`config.mk`:
```
export PLATFORM = sky130hd
export DESIGN_NAME = shortfifo_packetizer
export DESIGN_NICKNAME = d
export VERILOG_FILES = /design/src/rtl/shortfifo_packetizer.sv
export SDC_FILE = /design/constraint.sdc
export NUM_CORES = 1
export LEC_CHECK = 0
export CELL_PAD_IN_SITES_DETAIL_PLACEMENT = 1
export CELL_PAD_IN_SITES_GLOBAL_PLACEMENT = 1
export CORE_UTILIZATION = 46
export DETAILED_ROUTE_END_ITERATION = 8
export DONT_BUFFER_PORTS = 1
export PLACE_DENSITY = 0.8
export SLEW_MARGIN = 5
export SYNTH_ARGS = -nofsm -noshare
export SYNTH_HDL_FRONTEND = slang
export SYNTH_SLANG_ARGS = --single-unit
export TNS_END_PERCENT = 100
```
`constraint.sdc`:
```
create_clock -name clk -period 3.3 [get_ports clk]
set_clock_uncertainty 0.15 [all_clocks]
set_input_delay 0.99 -clock clk [delete_from_list [all_inputs] [get_ports clk]]
set_output_delay 0.99 -clock clk [all_outputs]
set_load 0.01 [all_outputs]
```
`src/rtl/shortfifo_packetizer.sv`:
```
// shortfifo_packetizer: drains a shortfifo into framed packets on a valid/ready
// word stream. Each packet is a header {seq, n}, n payload words popped straight
// from the FIFO, and a trailer that makes all packet words sum to zero mod 2^dw.
// Optional partial-batch flush timer: define SHORTFIFO_PACKETIZER_TIMEOUT_EN.
module shortfifo_packetizer #(
  parameter int dw   = 8,
  parameter int aw   = 4,
  parameter int plen = 4,
  parameter int tw   = 12,
  localparam int lw  = $clog2(plen + 1)
) (
  input  logic             clk,
  input  logic             rst,
  input  logic [dw-1:0]    fifo_dout,
  input  logic             fifo_empty,
  input  logic [aw-1:0]    fifo_count,
  output logic             fifo_re,
  input  logic [tw-1:0]    timeout,
  output logic [dw-1:0]    o_data,
  output logic             o_valid,
  output logic             o_last,
  input  logic             o_ready,
  output logic [dw-lw-1:0] seq
);

  typedef enum logic [1:0] {
    S_IDLE,
    S_HEADER,
    S_PAYLOAD,
    S_TRAILER
  } state_t;

  localparam logic [aw:0]   PLEN_OCC = (aw + 1)'(plen);
  localparam logic [lw-1:0] PLEN_N   = lw'(plen);

  state_t           r_state;
  state_t           w_nextState;
  logic [dw-lw-1:0] r_seq;
  logic [lw-1:0]    r_n;
  logic [lw-1:0]    r_rem;
  logic [dw-1:0]    r_sum;

  logic [aw:0]      w_occ;
  logic             w_full;
  logic             w_trigger;
  logic [lw-1:0]    w_nLatch;
  logic [dw-1:0]    w_header;
  logic [dw-1:0]    w_check;

  // FIFO count encodes occupancy-1 with all-ones meaning empty
  assign w_occ    = fifo_empty ? '0 : ({1'b0, fifo_count} + (aw + 1)'(1));
  assign w_full   = (w_occ >= PLEN_OCC);
  assign w_nLatch = w_full ? PLEN_N : w_occ[lw-1:0];
  assign w_header = {r_seq, r_n};
  assign w_check  = dw'(0) - r_sum;
  assign seq      = r_seq;

`ifdef SHORTFIFO_PACKETIZER_TIMEOUT_EN
  logic [tw-1:0] r_timer;
  logic          w_timeoutHit;

  assign w_timeoutHit = (timeout != '0) && (r_timer == timeout) && (w_occ != '0);
  assign w_trigger    = w_full || w_timeoutHit;

  // Age of a partial batch waiting in IDLE; saturates, cleared whenever not waiting
  always_ff @(posedge clk) begin
    if (rst) begin
      r_timer <= '0;
    end else if ((r_state != S_IDLE) || (w_occ == '0) || w_full) begin
      r_timer <= '0;
    end else if (r_timer != '1) begin
      r_timer <= r_timer + tw'(1);
    end
  end
`else
  logic w_unusedTimeout;

  assign w_unusedTimeout = ^timeout;
  assign w_trigger       = w_full;
`endif

  // State register
  always_ff @(posedge clk) begin
    if (rst) begin
      r_state <= S_IDLE;
    end else begin
      r_state <= w_nextState;
    end
  end

  // Next-state and stream outputs; outputs depend only on held state so they stay stable while stalled
  always_comb begin
    w_nextState = r_state;
    o_valid     = 1'b0;
    o_last      = 1'b0;
    o_data      = '0;
    fifo_re     = 1'b0;
    case (r_state)
      S_IDLE: begin
        if (w_trigger) begin
          w_nextState = S_HEADER;
        end
      end
      S_HEADER: begin
        o_valid = 1'b1;
        o_data  = w_header;
        if (o_ready) begin
          w_nextState = S_PAYLOAD;
        end
      end
      S_PAYLOAD: begin
        o_valid = 1'b1;
        o_data  = fifo_dout;
        fifo_re = o_ready;
        if (o_ready && (r_rem == lw'(1))) begin
          w_nextState = S_TRAILER;
        end
      end
      S_TRAILER: begin
        o_valid = 1'b1;
        o_last  = 1'b1;
        o_data  = w_check;
        if (o_ready) begin
          w_nextState = S_IDLE;
        end
      end
      default: begin
        w_nextState = S_IDLE;
      end
    endcase
  end

  // Packet datapath: length latch, remaining-word counter, running checksum, sequence number
  always_ff @(posedge clk) begin
    if (rst) begin
      r_seq <= '0;
      r_sum <= '0;
      r_n   <= '0;
      r_rem <= '0;
    end else begin
      case (r_state)
        S_IDLE: begin
          if (w_trigger) begin
            r_n   <= w_nLatch;
            r_rem <= w_nLatch;
            r_sum <= '0;
          end
        end
        S_HEADER: begin
          if (o_ready) begin
            r_sum <= r_sum + w_header;
          end
        end
        S_PAYLOAD: begin
          if (o_ready) begin
            r_sum <= r_sum + fifo_dout;
            r_rem <= r_rem - lw'(1);
          end
        end
        S_TRAILER: begin
          if (o_ready) begin
            r_seq <= r_seq + (dw - lw)'(1);
          end
        end
        default: begin
        end
      endcase
    end
  end

endmodule

```
==> results of run 1 <==
## cell families (layout without fill, tap and decap cells)
group / after synthesis / after routing
AOI/OAI and AO/OA: 62 / 62
xor gates and xnor gates: 14 / 14
adders and majority gates: 23 / 23
buffers and inverters: 29 / 24
DFF: 19 / 19
muxes: 7 / 7
and+or+nand+nor: 85 / 85
## state kept, by name (all words and copies together), names as in the netlist
| signal | cells |
|---|---|
| r_sum | 8 |
| r_n | 1 |
| r_rem | 3 |
| r_state | 2 |
| seq | 5 |
## path summary, 6_finish.rpt
kind                             endpoint  depth (start not counted)      from  slack [ns]
worst min register to register   r_rem[1]                          2  r_rem[1]        0.35
worst max-delay path            o_data[6]                          7  r_sum[1]        0.34
worst max register to register   r_sum[6]                          7  r_sum[0]        0.85
worst min-delay path             r_rem[1]                          2  r_rem[1]        0.35
## worst reg2reg max path, cell delays in order (launching register included)
cell and delay [ns]:
dfxtp_1 0.35, ha_1 0.24, fa_1 0.44, a211oi_1 0.30, o21ai_0 0.23, mux2i_1 0.17
a221oi_1 0.34, o21ai_1 0.13
## final cells by class
cell class / instances / area share, %
Clock inverter: 1 / 0.256
Timing Repair Buffer: 3 / 1.15
Multi-Input combinational cell: 191 / 70.7
Tap cell: 48 / 3.07
Clock buffer: 3 / 2.11
Inverter: 17 / 3.26
Sequential cell: 19 / 19.4
## cell usage in the layout, fill, tap and decap left out, types with 3 or more instances in the layout
| cell type | instances |
|---|---|
| a211oi_1 | 6 |
| a21o_1 | 3 |
| a21oi_1 | 9 |
| a221oi_1 | 3 |
| a222oi_1 | 5 |
| a22oi_1 | 4 |
| buf_4 | 3 |
| clkbuf_8 | 3 |
| dfxtp_1 | 19 |
| ha_1 | 21 |
| inv_1 | 17 |
| mux2i_1 | 5 |
| nand2_1 | 14 |
| nand2b_1 | 8 |
| nand3_1 | 11 |
| nand3b_1 | 6 |
| nor2_1 | 30 |
| nor4_1 | 4 |
| o21ai_0 | 11 |
| o21ai_1 | 5 |
| xnor2_1 | 6 |
| xor2_1 | 8 |
## power by group
group	internal [mW]	switching, mW
Combinational	0.238	0.425
Clock	0.0842	0.0897
Sequential	0.262	0.0374
Total	0.585	0.552
## metrics by stage
step / cells / util [%] / power, mW / setup WS (ns)
floorplan: 239 / - / 0.788 / 0.551
detailed placement: 278 / 50.7 / 0.958 / 0.281
finish: 282 / 51.9 / 1.14 / 0.341
global route: 282 / 51.9 / 1.22 / 0.216
global placement: 278 / 50.7 / 0.922 / 0.384
CTS: 282 / 51.9 / 1.13 / 0.339
## layer usage
metal  vias up  track usage (%)  share of wire, %
met5         -                0                 0
met3         6             5.00               5.8
met1       887             37.4                45
met2        49             49.7                49
li1        860                -                 -
met4         0             4.62               1.1
==> impl_results.md, run 1 <==
* H-tree depth at 1
* Total number of vias at approximately 1800
* Die ar. at 4330 um2
* Slew HR at 55.2%
* Cell Area, Placed at approximately 1900 um2
* Dominant cell type by area after synthesis: dfxtp_1
* # DRC at 0
* Final min period at 2.96 ns
* Top cells by count, synth: nor2_1, ha_1, dfxtp_1
* TritonCTS buffer count at 3
* # IOs at 44
* Final setup fails at 0
* Sequential cell area at approximately 380 um2
* Clock-pin transition on the worst setup and hold timing paths at 0.08 ns
* Multi-input gate area at 1390 um2
* # rows at 22
* IO Port Bufs at 0
* Post-route setup TNS at 0 ns
* N_diodes at 0
* Static Leak at 0.772 nW
* Synth Flop Type: dfxtp_1
* Initial Util at approximately half
* Synth Area in Simple Gates at 23.0%
* RSZ-0062 raised after global routing: false
* Placer Congestion at 0.839
* Slew at the pin with the worst max-slew slack at 0.672 ns
* Ratio of cells with drive above 1 in the final layout at 5.98%
* Worst-path fanout max at 4
* Synth Area in Compound Gates at 24.4%
* Post-CTS Hold Fix Bufs at 0
* Drt pass-1 iters at 4
* F_max at 338 MHz
* Post-synth EDFFs at 0
* Routed Antenna Nets at 0
* Clock tree buffer depth at 2
* Layout Nets at between 200 and 300
* Fin area at 1960 um2
* Postcts setup bufs at 0
* Fillers at 460
* Syn nets at 290
* Tot GR Track Use at 28.7%
* Max-Cap Viols at 0
* Routed len/inst at 19.5 um
* CP required at around 2.2 ns
* Critical path cell sequence: inv_1, ha_1, nand2b_1, nor4_1, xnor2_1, a222oi_1, nor2_1
* Final Cycle Share at 89.7%
* Cts repair resizes at 0
* Max incr delay on CP at 0.36 ns
* CTS tree: done
* Adder-Cell Fraction of Synth Area at between 10% and 20%
* Top-area cell type share of the netlist area at 20.3%
* Die W at 65.8 um
* Kind of end point of the critical path: primary output
* Worst skew pair latency at approximately 0.26 ns
* Largest net degree at the start of global routing at 21
* Cell Area, Synth at 1870 um2
* Post-synthesis mux area share at 3.87%
* #FFs+latches synth at 19
* Chip height at 65.8 um
* Endpoints failing hold at 0
* Initial antenna violation count at 0
* Synth area leaders: dfxtp_1, ha_1, nor2_1
* Ys async rst share at 0%
* Xor/xnor share of the synthesized area at 6.54%
* Core area at approximately 3800 um2
* Cell with the most instances after synthesis: nor2_1
* Combinational family with the most area after synthesis: compound AO/OA/AOI/OAI gates
* Pwr/cell area at 580 nW/um2
* Min-Delay Path Class: register to register
* Hpwl dp at 4200 um
* Cells after Synth at 239
* Mean Syn Cell Area at a little under 8 um2
* Crit Path Class: register to primary output
* CP top delay family: simple AND/OR/NAND/NOR gates
* Vias per inst at 6.39
* Area growth syn-to-layout at 4.47%
* Crit path arrival time at 1.82 ns
* CP max stage cell: dfxtp_1
* Sequential share of the synthesized area at 20.3%
* CP Launch Type: register
* Overflow after GRT at 0
* CTS sink count at 19
* Vias in the first global route at 1910
* Global-route wire length before repair at 9560 um
* Buf/Inv on CP at 1
* 1st-iter DRT viols at 107
* Worst IR Drop VDD at 0.506 mV
* Clk root buf: clkbuf_8
* Worst hold slack at 0.346 ns
* Synth cell types at 46
* Status: finished clean
* Synth warn at 0
* Final wirelength at roughly 5500 um
* Slew Viols, Final at 0
(Power assumes the default switching activity.)
==> run 2: changes to the inputs <==
--- a/config.mk
+++ b/config.mk
@@ -7,10 +7,10 @@
 export LEC_CHECK = 0
 export CELL_PAD_IN_SITES_DETAIL_PLACEMENT = 1
 export CELL_PAD_IN_SITES_GLOBAL_PLACEMENT = 1
-export CORE_UTILIZATION = 46
+export CORE_UTILIZATION = 42
 export DETAILED_ROUTE_END_ITERATION = 8
 export DONT_BUFFER_PORTS = 1
-export PLACE_DENSITY = 0.8
+export PLACE_DENSITY = 0.77
 export SLEW_MARGIN = 5
 export SYNTH_ARGS = -nofsm -noshare
 export SYNTH_HDL_FRONTEND = slang
==> constraint.sdc (replaced) <==
create_clock -name clk -period 2.4 [get_ports clk]
set_clock_uncertainty 0.15 [all_clocks]
set_input_delay 0.72 -clock clk [delete_from_list [all_inputs] [get_ports clk]]
set_output_delay 0.72 -clock clk [all_outputs]
set_load 0.01 [all_outputs]
==> run 2 against run 1 <==
Effect of this change:
- the flow now finishes with violations (setup timing)
- cell area increased by 15%
- final cell count rose by 8.5%
- first-iteration DRC count rose by 18%
- critical path depth is 1 higher
- sequential share of layout area is 2.2 points lower
- clock power up 37%
- register-to-register slack lost 0.69 ns
- clock-buffer cell count is the same
- global-route usage is 3.4 points lower
- critical path type unchanged
- critical endpoint unchanged
- largest cell class unchanged
==> impl_results.md, run 2 (synthesis gave the netlist of run 1 again) <==
* Status: complete, but fails checks
* Failing checks: setup timing
* Overflow after GRT at 0
* Total number of vias at 1851
* IO Port Bufs at 0
* Vias in the first global route at 1851
* # IOs at 44
* Biggest register: r_sum
* Largest register FFs at 8
* Worst R2R Start: r_sum[1]
* Routed Antenna Nets at 0
* Multi-input gate area at 1480 um2
* Area growth syn-to-layout at 20.2%
* F_max at 396 MHz
* CTS sink count at 19
* Kind of end point of the critical path: primary output
* Global-route wire length before repair at 8800 um
* 1st-iter DRT viols at 126
* Clock tree buffer depth at 2
* RSZ-0062 raised after global routing: true
* Crit Path Class: register to primary output
* CP Launch Type: register
* Drt pass-1 iters at 4
* Clk root buf: clkbuf_8
* Die W at 68.8 um
* Final setup fails at 4
* Slew Viols, Final at 0
* Post-route setup TNS at -0.419 ns
* Largest net degree at the start of global routing at 23
* Initial Util at 45.2%
* Worst setup path end: o_data[6]
* Slew HR at between 70 and 80%
* Chip height at ~70 um
* Reg2Reg Setup Slack at 0.16 ns
* # DRC at 0
* Routed len/inst at 18.1 um
* Endpoints failing hold at 0
* Crit path arrival time at 1.65 ns
* CP required at 1.53 ns
* Most common cell after layout, fill and taps aside: nor2_1
* TritonCTS buffer count at 3
* Worst IR Drop VDD at 0.749 mV
* Clock-pin transition on the worst setup and hold timing paths at 0.08 ns
* Worst skew pair latency at roughly 0.26 ns
* Die ar. at 4730 um2
* Reg2Reg Depth at 9
* Vias per inst at 6.05
* Ratio of cells with drive above 1 in the final layout at 22.3%
* Final wirelength at 5550 um
* Met3 Usage GRT at 3.95%
* Core area at 4140 um2
* Crit. Startpoint: r_sum[1]
* CTS tree: done
* Min-Delay Path Class: register to register
* Final min period at roughly 2.5 ns
* Worst-path fanout max at 2
* # rows at 23
* Placer Congestion at between 0.7 and 0.8
* GRT met1 Usage at approximately a third
* Slew at the pin with the worst max-slew slack at 0.416 ns
* Worst Setup Slack, final at -0.124 ns
* Initial antenna violation count at 0
* H-tree depth at 1
* Worst hold slack at between 0.3 and 0.4 ns
* Fillers at between 500 and 600
* Static Leak at 0.916 nW
* Final Cycle Share at 105%
* Tot GR Track Use at between 20% and 30%
* Max-Cap Viols at 0
* N_diodes at 0
* Met2 Usage GRT at a little under half
* Pwr/cell area at between 700 and 800 nW/um2
* Busiest layer in global routing: met2
* RR Endpoint: r_sum[6]
* Sequential cell area at 389 um2
* Hpwl dp at 4170 um
* Layout Nets at 308
* Most frequent cells in the layout: nor2_1, buf_4, ha_1
==> run 2: per-stage QoR <==
| step | setup slack, ns | std cells | utilization (%) | power (mW) | area, um2 |
|---|---|---|---|---|---|
| 2_1_floorplan | 0.0222 | 239 | - | 1.09 | 1880 |
| 3_3_place_gp | -0.100 | 299 | 50.1 | 1.42 | 2080 |
| 3_5_place_dp | -0.0843 | 299 | 50.1 | 1.46 | 2080 |
| 5_1_grt | -0.214 | 306 | 54.4 | 1.88 | 2250 |
| 4_1_cts | -0.181 | 305 | 53.6 | 1.76 | 2220 |
| 6_report | -0.124 | 306 | 54.4 | 1.76 | 2250 |
==> run 2: what timing repair did <==
item	CTS	global route
resized for setup	22	7
hold buffers	0	0
setup buffers	3	2
setup endpoints to repair	6	7
pin swaps	11	11
==> run 2: how the worst min path moves through the flow <==
stage	startpoint	endpoint	slack [ns]	cells past startpoint
2_1_floorplan	r_rem[1]	r_rem[1]	0.31	2
3_3_place_gp	r_rem[1]	r_rem[1]	0.32	2
3_5_place_dp	r_rem[1]	r_rem[1]	0.32	2
4_1_cts	r_rem[1]	r_rem[1]	0.33	2
5_1_grt	rst	r_sum[2]	0.35	1
6_report	r_rem[1]	r_rem[1]	0.33	2
==> run 2: per-layer routing <==
layer	vias to the layer above	part of all wire, %	wire [um]
met5	-	0	0
met4	0	0.36	20
met3	2	4.5	251
met2	37	50	2760
met1	909	45	2520
li1	903	-	-
==> run 2: area by class of cell <==
type	instances	area share, %
Multi-Input combinational cell	191	65.7
Sequential cell	19	17.3
Inverter	17	2.83
Clock buffer	3	1.83
Timing Repair Buffer	25	9.38
Clock inverter	1	0.222
Tap cell	50	2.78
==> run 2: where the power goes <==
part	switching [mW]	internal (mW)	total, mW	leakage [nW]
sequential	0.0557	0.367	0.423	0.157
clock	0.123	0.116	0.239	0.0255
combinational	0.626	0.476	1.10	0.734
total	0.805	0.959	1.76	0.916
==> run 2: worst max-delay path, stage by stage (launching register included) <==
cell	delay (ns)
dfxtp_2	0.35
inv_2	0.05
ha_4	0.16
nand2b_4	0.09
nor4_4	0.04
buf_4	0.14
xnor2_1	0.11
a222oi_1	0.31
nor2_1	0.13
